<file path="src/rtl/ltc2387_rx.sv">
// LTC2387 two-lane DDR LVDS capture controller and deserializer.
// Runs entirely on fast_clk: it issues cnv, bursts the gated read clock,
// oversamples dco/da/db and rebuilds each sample.
// Ports:
//   fast_clk, reset      sole clock, async active-high reset
//   enable               run free-running conversions
//   cnv, clk             conversion start and gated read clock to the ADC
//   dco, da, db          data clock and lanes returned by the ADC
//   sample_data          last assembled sample
//   sample_valid         one-cycle strobe, sample_data is new
//   sample_err           one-cycle strobe, read did not complete
//   busy                 high from cnv rise until the valid/err strobe
module ltc2387_rx #(
   parameter int ADC_WIDTH  = 18,
   parameter int CNV_PERIOD = 64,
   parameter int CNV_HIGH   = 2,
   parameter int T_CONV     = 20,
   parameter int CLK_HALF   = 2,
   parameter int TIMEOUT    = 16
) (
   input  logic                 fast_clk,
   input  logic                 reset,
   input  logic                 enable,
   output logic                 cnv,
   output logic                 clk,
   input  logic                 dco,
   input  logic                 da,
   input  logic                 db,
   output logic [ADC_WIDTH-1:0] sample_data,
   output logic                 sample_valid,
   output logic                 sample_err,
   output logic                 busy
);

   localparam int PAIRS  = ADC_WIDTH / 2;
   localparam int NTOG   = PAIRS - 1;
   // clk always finishes low, so an odd toggle count is padded by one
   localparam int NTOG_E = NTOG + (NTOG % 2);
   localparam int WINDOW = CNV_HIGH + T_CONV + NTOG_E * CLK_HALF
                           + TIMEOUT + 4;

   localparam int PW = $clog2(CNV_PERIOD + 1);
   localparam int HW = $clog2(CLK_HALF + 1);
   localparam int TW = $clog2(NTOG_E + 1);
   localparam int DW = $clog2(TIMEOUT + 1);

   localparam logic [PW-1:0] P_CNV_END  = PW'(CNV_HIGH - 1);
   localparam logic [PW-1:0] P_WAIT_END = PW'(CNV_HIGH + T_CONV - 1);
   localparam logic [PW-1:0] P_LAST     = PW'(CNV_PERIOD - 1);
   localparam logic [HW-1:0] H_LAST     = HW'(CLK_HALF - 1);
   localparam logic [TW-1:0] T_LAST     = TW'(NTOG_E - 1);
   localparam logic [TW-1:0] T_NTOG     = TW'(NTOG);
   localparam logic [DW-1:0] D_LAST     = DW'(TIMEOUT - 1);

   if (ADC_WIDTH < 4 || (ADC_WIDTH % 2) != 0) begin : g_bad_width
      $error("ltc2387_rx: ADC_WIDTH must be even and >= 4");
   end
   if (CLK_HALF < 2) begin : g_bad_half
      $error("ltc2387_rx: CLK_HALF must be >= 2");
   end
   if (WINDOW > CNV_PERIOD) begin : g_bad_window
      $error("ltc2387_rx: read window does not fit in CNV_PERIOD");
   end

   typedef enum logic [2:0] {
      S_IDLE, S_CNV, S_WAIT, S_BURST, S_DRAIN, S_HOLD
   } state_t;

   state_t state, state_n;

   logic [PW-1:0]        period_cnt;
   logic [HW-1:0]        half_cnt;
   logic [TW-1:0]        clk_tgl;
   logic [TW-1:0]        tog_cnt;
   logic [TW-1:0]        cap_cnt;
   logic [DW-1:0]        drain_cnt;
   logic [ADC_WIDTH-1:0] shift;
   logic                 cap_pend;

   logic dco_s1, dco_s2, dco_s3;
   logic da_s1, da_s2, da_s3;
   logic db_s1, db_s2, db_s3;

   logic start, burst_go, clk_flip, done_ok, done_err;
   logic cap_act, tog_hit;

   assign cnv     = (state == S_CNV);
   assign cap_act = (state == S_BURST) || (state == S_DRAIN);
   assign tog_hit = cap_act && (dco_s2 != dco_s3) && (tog_cnt != T_NTOG);

   always_comb begin
      state_n  = state;
      start    = 1'b0;
      burst_go = 1'b0;
      clk_flip = 1'b0;
      done_ok  = 1'b0;
      done_err = 1'b0;
      unique case (state)
         S_IDLE: begin
            if (enable) begin
               state_n = S_CNV;
               start   = 1'b1;
            end
         end
         S_CNV: begin
            if (period_cnt == P_CNV_END) state_n = S_WAIT;
         end
         S_WAIT: begin
            if (period_cnt == P_WAIT_END) begin
               state_n  = S_BURST;
               burst_go = 1'b1;
            end
         end
         S_BURST: begin
            if (half_cnt == H_LAST) begin
               clk_flip = 1'b1;
               if (clk_tgl == T_LAST) state_n = S_DRAIN;
            end
         end
         S_DRAIN: begin
            if (cap_cnt == T_NTOG) begin
               done_ok = 1'b1;
               state_n = S_HOLD;
            end else if (drain_cnt == D_LAST) begin
               done_err = 1'b1;
               state_n  = S_HOLD;
            end
         end
         S_HOLD: begin
            if (period_cnt == P_LAST) begin
               if (enable) begin
                  state_n = S_CNV;
                  start   = 1'b1;
               end else begin
                  state_n = S_IDLE;
               end
            end
         end
         default: state_n = S_IDLE;
      endcase
   end

   always_ff @(posedge fast_clk or posedge reset) begin
      if (reset) begin
         state        <= S_IDLE;
         period_cnt   <= '0;
         half_cnt     <= '0;
         clk_tgl      <= '0;
         tog_cnt      <= '0;
         cap_cnt      <= '0;
         drain_cnt    <= '0;
         shift        <= '0;
         cap_pend     <= 1'b0;
         clk          <= 1'b0;
         busy         <= 1'b0;
         sample_data  <= '0;
         sample_valid <= 1'b0;
         sample_err   <= 1'b0;
         {dco_s3, dco_s2, dco_s1} <= '0;
         {da_s3, da_s2, da_s1}    <= '0;
         {db_s3, db_s2, db_s1}    <= '0;
      end else begin
         {dco_s3, dco_s2, dco_s1} <= {dco_s2, dco_s1, dco};
         {da_s3, da_s2, da_s1}    <= {da_s2, da_s1, da};
         {db_s3, db_s2, db_s1}    <= {db_s2, db_s1, db};

         state <= state_n;

         if (state == S_IDLE || period_cnt == P_LAST) period_cnt <= '0;
         else period_cnt <= period_cnt + 1'b1;

         sample_valid <= done_ok;
         sample_err   <= done_err;
         if (done_ok) sample_data <= shift;

         if (start) busy <= 1'b1;
         else if (done_ok || done_err) busy <= 1'b0;

         if (burst_go) begin
            clk      <= 1'b1;
            clk_tgl  <= TW'(1);
            half_cnt <= '0;
         end else if (state == S_BURST) begin
            if (clk_flip) begin
               clk      <= ~clk;
               clk_tgl  <= clk_tgl + 1'b1;
               half_cnt <= '0;
            end else begin
               half_cnt <= half_cnt + 1'b1;
            end
         end

         if (state == S_DRAIN) drain_cnt <= drain_cnt + 1'b1;
         else drain_cnt <= '0;

         // pair 0 sits at the bottom and is shifted up by each later pair,
         // landing in the MSBs once all NTOG pairs have arrived
         if (burst_go) begin
            shift    <= {{(ADC_WIDTH-2){1'b0}}, da_s2, db_s2};
            tog_cnt  <= '0;
            cap_cnt  <= '0;
            cap_pend <= 1'b0;
         end else begin
            cap_pend <= tog_hit;
            if (tog_hit) tog_cnt <= tog_cnt + 1'b1;
            if (cap_pend) begin
               shift   <= {shift[ADC_WIDTH-3:0], da_s3, db_s3};
               cap_cnt <= cap_cnt + 1'b1;
            end
         end
      end
   end

endmodule

</file>
<file path="config.mk">
export PLATFORM = sky130hd
export DESIGN_NAME = ltc2387_rx
export DESIGN_NICKNAME = d
export VERILOG_FILES = /design/src/rtl/ltc2387_rx.sv
export SDC_FILE = /design/constraint.sdc
export NUM_CORES = 1
export LEC_CHECK = 0
export BUFFER_PORTS_ARGS = -buffer_cell sky130_fd_sc_hd__buf_2
export CAP_MARGIN = 20
export CELL_PAD_IN_SITES_DETAIL_PLACEMENT = 1
export CELL_PAD_IN_SITES_GLOBAL_PLACEMENT = 1
export CORE_UTILIZATION = 50
export CTS_BUF_LIST = sky130_fd_sc_hd__clkbuf_8
export DETAILED_ROUTE_END_ITERATION = 8
export PLACE_DENSITY = 0.79
export SYNTH_ARGS = -nofsm -noshare
export SYNTH_HDL_FRONTEND = slang
export SYNTH_SLANG_ARGS = --single-unit
export TNS_END_PERCENT = 50
</file>
<file path="constraint.sdc">
create_clock -name fast_clk -period 3 [get_ports fast_clk]
set_input_delay 0.15 -clock fast_clk [delete_from_list [all_inputs] [get_ports fast_clk]]
set_output_delay 0.15 -clock fast_clk [all_outputs]
set_load 0.01 [all_outputs]
</file>
# Word level (Yosys, flattened, before mapping)
# Cells that the tools add are included.
# totals
reg_bits	79
out_inout_bits	23
# op_classes
n_addsub	6
eq_ne	21
mux	42
n_bitwise	1
reduce_logical	13
# ops
cell	n
2-to-1 mux 18 bit	2
2-to-1 mux 4 bit	7
2-to-1 mux 3 bit	8
2-to-1 mux 1 bit	18
one-hot mux 3 bit (6 select lines)	1
adder 4 x 1 -> 4 bit, second input constant	3
nonzero test 2 bit	5
adder 7 x 1 -> 7 bit, second input constant	1
== test 7 x 1 -> 1 bit, second input constant	1
== test 7 x 5 -> 1 bit, second input constant	1
== test 7 x 6 -> 1 bit, second input constant	1
2-to-1 mux 7 bit	1
AND reduction 7 bit	1
== test 3 x 2 -> 1 bit, second input constant	2
== test 3 bit, second input constant	2
2-to-1 mux 2 bit	3
!= test 2 x 1 -> 1 bit, second input constant	3
!= test 2 bit, second input constant	3
adder 5 x 1 -> 5 bit, second input constant	1
== test 5 x 4 -> 1 bit, second input constant	1
2-to-1 mux 5 bit	1
== test 4 x 3 -> 1 bit, second input constant	1
== test 4 bit, second input constant	1
!= test 4 bit, second input constant	1
other kinds (11)	14

# Depth between registers and ports, before layout
# depth
ltp_word	7
depth_mapped	7

# Worst setup path after synthesis
# OpenSTA, ideal clock, no wires.
# synth_timing
path_type	reg-to-reg
from	reg state[1]
to	reg sample_data[10]
setup_time_ns	0.125
t_arrival_ns	1.477
required_ns	2.875
path_slack_ns	1.398
stages_incl_launch_ff	7
path_buffers	2
synth_period_minus_slack_ns	1.602
cell_sequence	dfrtp_1 > buf_2 > nor2_1 > nand2_1 > nor2_4 > buf_6 > mux2_2
# synth_via
elab_chain_len	2
# synth_lines
element	line	text
start: declaration	69	state_t state, state_n;
start signal: assignment	167	state <= state_n;
== test 3 bit	98	unique case (state)
2-to-1 mux 1 bit	98	
via done_ok	84	logic start, burst_go, clk_flip, done_ok, done_err;
end signal: assignment	174	if (done_ok) sample_data <= shift;
end: declaration	29	output logic [ADC_WIDTH-1:0] sample_data,
# The timed path passes the listed nets, and every way through them passes these cells.
# A chain may end at the register's enable or synchronous reset.

# Final worst setup path
# layout_timing
from	reg period_cnt[1]
to	reg tog_cnt[0]
# layout_via
elab_chain_len	4
elab_cells_between_ends	5
cone_classes	eq/ne: 1; mux: 3; reduce/logical: 1
# layout_lines
element	line	text
start: declaration	71	logic [PW-1:0] period_cnt;
start signal: assignment	170	else period_cnt <= period_cnt + 1'b1;
== test 7 x 5 -> 1 bit *	109	if (period_cnt == P_WAIT_END) begin
2-to-1 mux 1 bit *	109	
2-to-1 mux 1 bit *	98	
2-to-1 mux 4 bit / nonzero test 2 bit (equally long branches)	-	
end signal: assignment	205	if (tog_hit) tog_cnt <= tog_cnt + 1'b1;
end: declaration	74	logic [TW-1:0] tog_cnt;
# Mark *: on every way between the ends. The rest lies on a longest branch, timed or not.

==> impl_metrics.csv <==
group,metric,value,unit
global_routing,grtUsageMet2,33.98,%
cts,post_cts_resized,0,
cts,htreeDepth,3,
placement,dp.cells,374,
logic_synthesis,synth_warnings,0,
logic_synthesis,synthesis.area,3351,µm²
cts,cts.hold.buffers_added,4,
placement,hpwl,4.388,mm
logic_synthesis,yosysSeqAreaShare,59.00,%
floorplan,boundaryPins,29,
floorplan,fp.dieH,83.86,µm
layout,fillers,679,
global_routing,track_usage,21.30,%
detailed_routing,vias,2141,
logic_synthesis,synth-edff-count,0,
logic_synthesis,synthSimpleGateAreaFrac,14.00,%
floorplan,die_width,83.86,µm
global_routing,antenna_found_initial,0,
sta,fin_crit_sh,66.57,%
logic_synthesis,syn_inst,277,
pwr,p_per_area,858.0,nW/µm²
pwr,p_leak,1.812,nW
cts,cts_root_buf,"clkbuf_8",
floorplan,die_area,7033,µm²
cts,cts_buffers,9,
layout,final_common_cell,"dfrtp_1",
floorplan,initial_utilization,52.17,%
detailed_routing,drt_wl_total,6.508,mm
sta,finalHoldViolCount,0,
detailed_routing,first_iter_violations,116,
sta,worst_clock_skew,8.347,ps
pwr,p_total,3.259,mW
setup_path,crit_path_end_kind,"register",
sta,setup_tns,0,ps
logic_synthesis,ys_async_sr_fraction,100.0,%
global_routing,grt-ovfl-total,0,
cts,clk_latency,350,ps
logic_synthesis,yosys_register_bits,79,
cts,cts_tree,"yes",
status,violations,"design-rule violations",
logic_synthesis,synthMuxAreaShare,12.06,%
setup_path,arrival,2240,ps
logic_synthesis,yosys.cell_types.count,42,
global_routing,grtUsageMet3,4.055,%
setup_path,cp_data_required_time,3240,ps
sta,period_needed,1997,ps
detailed_routing,avgViaCountPerCell,5.434,
layout,seqCellArea,1977,µm²
layout,multi_input_area,1265,µm²
sta,final-setup-viol-count,0,
pwr,ir_drop,508.7,µV
cts,cts.path.max_buffers,2,
logic_synthesis,synth_top_family_by_area,"simple AND/OR/NAND/NOR gates",
floorplan,coreArea,6422,µm²
layout,fin_nets,327,
setup_path,worstSetupStartpointType,"register",
detailed_routing,drc,2,
cts,post_cts.repair.setup_buffers,0,
global_routing,grt_max_degree,37,
layout,final_cell_mix,"dfrtp_1, nor2_1, buf_2, mux2i_1, mux2_2",
cts,clk_pin_slew_worst_paths,80,ps
status,status,"finished with violations",
floorplan,num_rows,29,
logic_synthesis,synth_compound_area_share,5.190,%
logic_synthesis,synth_fa_ha_area_share,3.361,%
sta,maxSlewViolCount,0,
setup_path,worstPathMaxFanout,32,
layout,drive_gt1_share,23.34,%
setup_path,worstSetupPathType,"reg -> reg",
sta,worstMarginPinSlew,565.7,ps
sta,max_freq,0.5007,GHz
detailed_routing,wl_per_cell,16.52,µm
cts,clock-sinks,79,
job,cap_violations,0,
placement,gp_congestion,0.7829,
global_routing,busiest_layer,"met2",
sta,rsz0062_at_grt,"no",
worst_hold_path,worstHoldPathType,"in -> reg",
sta,relSlewSlack,62.20,%
layout,syn_to_final_growth,13.37,%
placement,port_buffers,28,
layout,finalNonFillerCells,394,
logic_synthesis,synth_xor_area_share,3.137,%
detailed_routing,ant_nets,0,
logic_synthesis,syn_area_per_cell,12.10,µm²
logic_synthesis,synthFlopType,"dfrtp_1",
global_routing,first_global_vias,2261,
logic_synthesis,synthesis.nets,292,
global_routing,use_met1,27.69,%
detailed_routing,dr.pass1.iters,6,
layout,num_antenna_cells,0,
global_routing,grt_pass1_wl,11.45,mm
[per-layer routing]
layer | up-vias | part of all wire (%)
li1 | 1013 | -
met1 | 1087 | 44
met2 | 30 | 51
met3 | 11 | 2.5
met4 | 0 | 2.6
met5 | - | 0
[cell usage after synthesis, drive strengths merged, types with 3 or more instances]
library cell / number / area share, %
a21oi: 4 / 0.60
and3: 3 / 0.56
buf: 7 / 1.3
clkbuf: 5 / 0.60
dfrtp: 79 / 59
ha: 9 / 3.4
inv: 12 / 1.3
mux2: 19 / 6.4
mux2i: 19 / 5.7
nand2: 14 / 1.6
nand3: 8 / 1.2
nand3b: 3 / 0.67
nor2: 38 / 4.5
nor3: 8 / 1.2
o21ai: 9 / 1.3
or3: 4 / 0.75
xnor2: 6 / 1.6
xor2: 6 / 1.6
[cells by family (layout without fill, tap and decap cells)]
group           Yosys count  after routing
fa+ha+maj                 9              9
compound gates           25             25
mux                      38             38
simple gates             90             90
xor+xnor                 12             12
flops                    79             79
buf+inv                  24             64
[worst max-delay path, cell delays in order (launching register included)]
cell     delay, ps
dfrtp_1        410
inv_1           70
ha_1           130
nor4b_4        260
nor4b_4        250
buf_4          350
nor2b_1        120
mux2_2         280
[power breakdown]
group	switching, mW	internal [mW]	leakage, nW
Sequential	0.255	1.38	0.981
Clock	0.405	0.394	0.102
Combinational	0.423	0.406	0.729
Total	1.08	2.18	1.81
[metrics by stage]
stage / area, µm² / setup WS [ps] / hold slack (ps) / util [%]
2_1_floorplan: 3351 / 826.6 / 181.4 / -
3_3_place_gp: 3555 / 1083 / 145.8 / 55.35
3_5_place_dp: 3555 / 1011 / 151.0 / 55.35
4_1_cts: 3799 / 988.7 / 91.26 / 59.15
5_1_grt: 3799 / 805.4 / 98.21 / 59.15
6_report: 3799 / 1003 / 104.0 / 59.15
[area by class of cell]
class,instances,share of cell area [%]
repair buffers,36,5.534
clock buffers,9,3.261
well taps,77,2.536
multi-input cells,174,33.30
inverters,12,1.219
clock inverters,7,2.108
flip-flops and latches,79,52.04
[sequential cells by signal (all words and copies together), names as in the netlist, 2 cells and up]
signal / flops
period_cnt: 7
shift: 18
sample_data: 18
cap_cnt: 4
tog_cnt: 4
drain_cnt: 5
state: 3
half_cnt: 2
clk_tgl: 4
[path summary, 6_finish.rpt]
| kind | startpoint | to | slack (ps) | depth (start not counted) |
|---|---|---|---|---|
| setup / recovery | period_cnt[1] | tog_cnt[0] | 1000 | 7 |
| hold / removal | enable | busy | 100 | 2 |
| setup reg to reg | period_cnt[1] | tog_cnt[0] | 1000 | 7 |
| hold reg to reg | dco_s1 | dco_s2 | 350 | 0 |
| max in group asynchronous | reset | state[0] | 1910 | 4 |
| min in group asynchronous | reset | dco_s3 | 320 | 3 |
(Power assumes the default switching activity.)
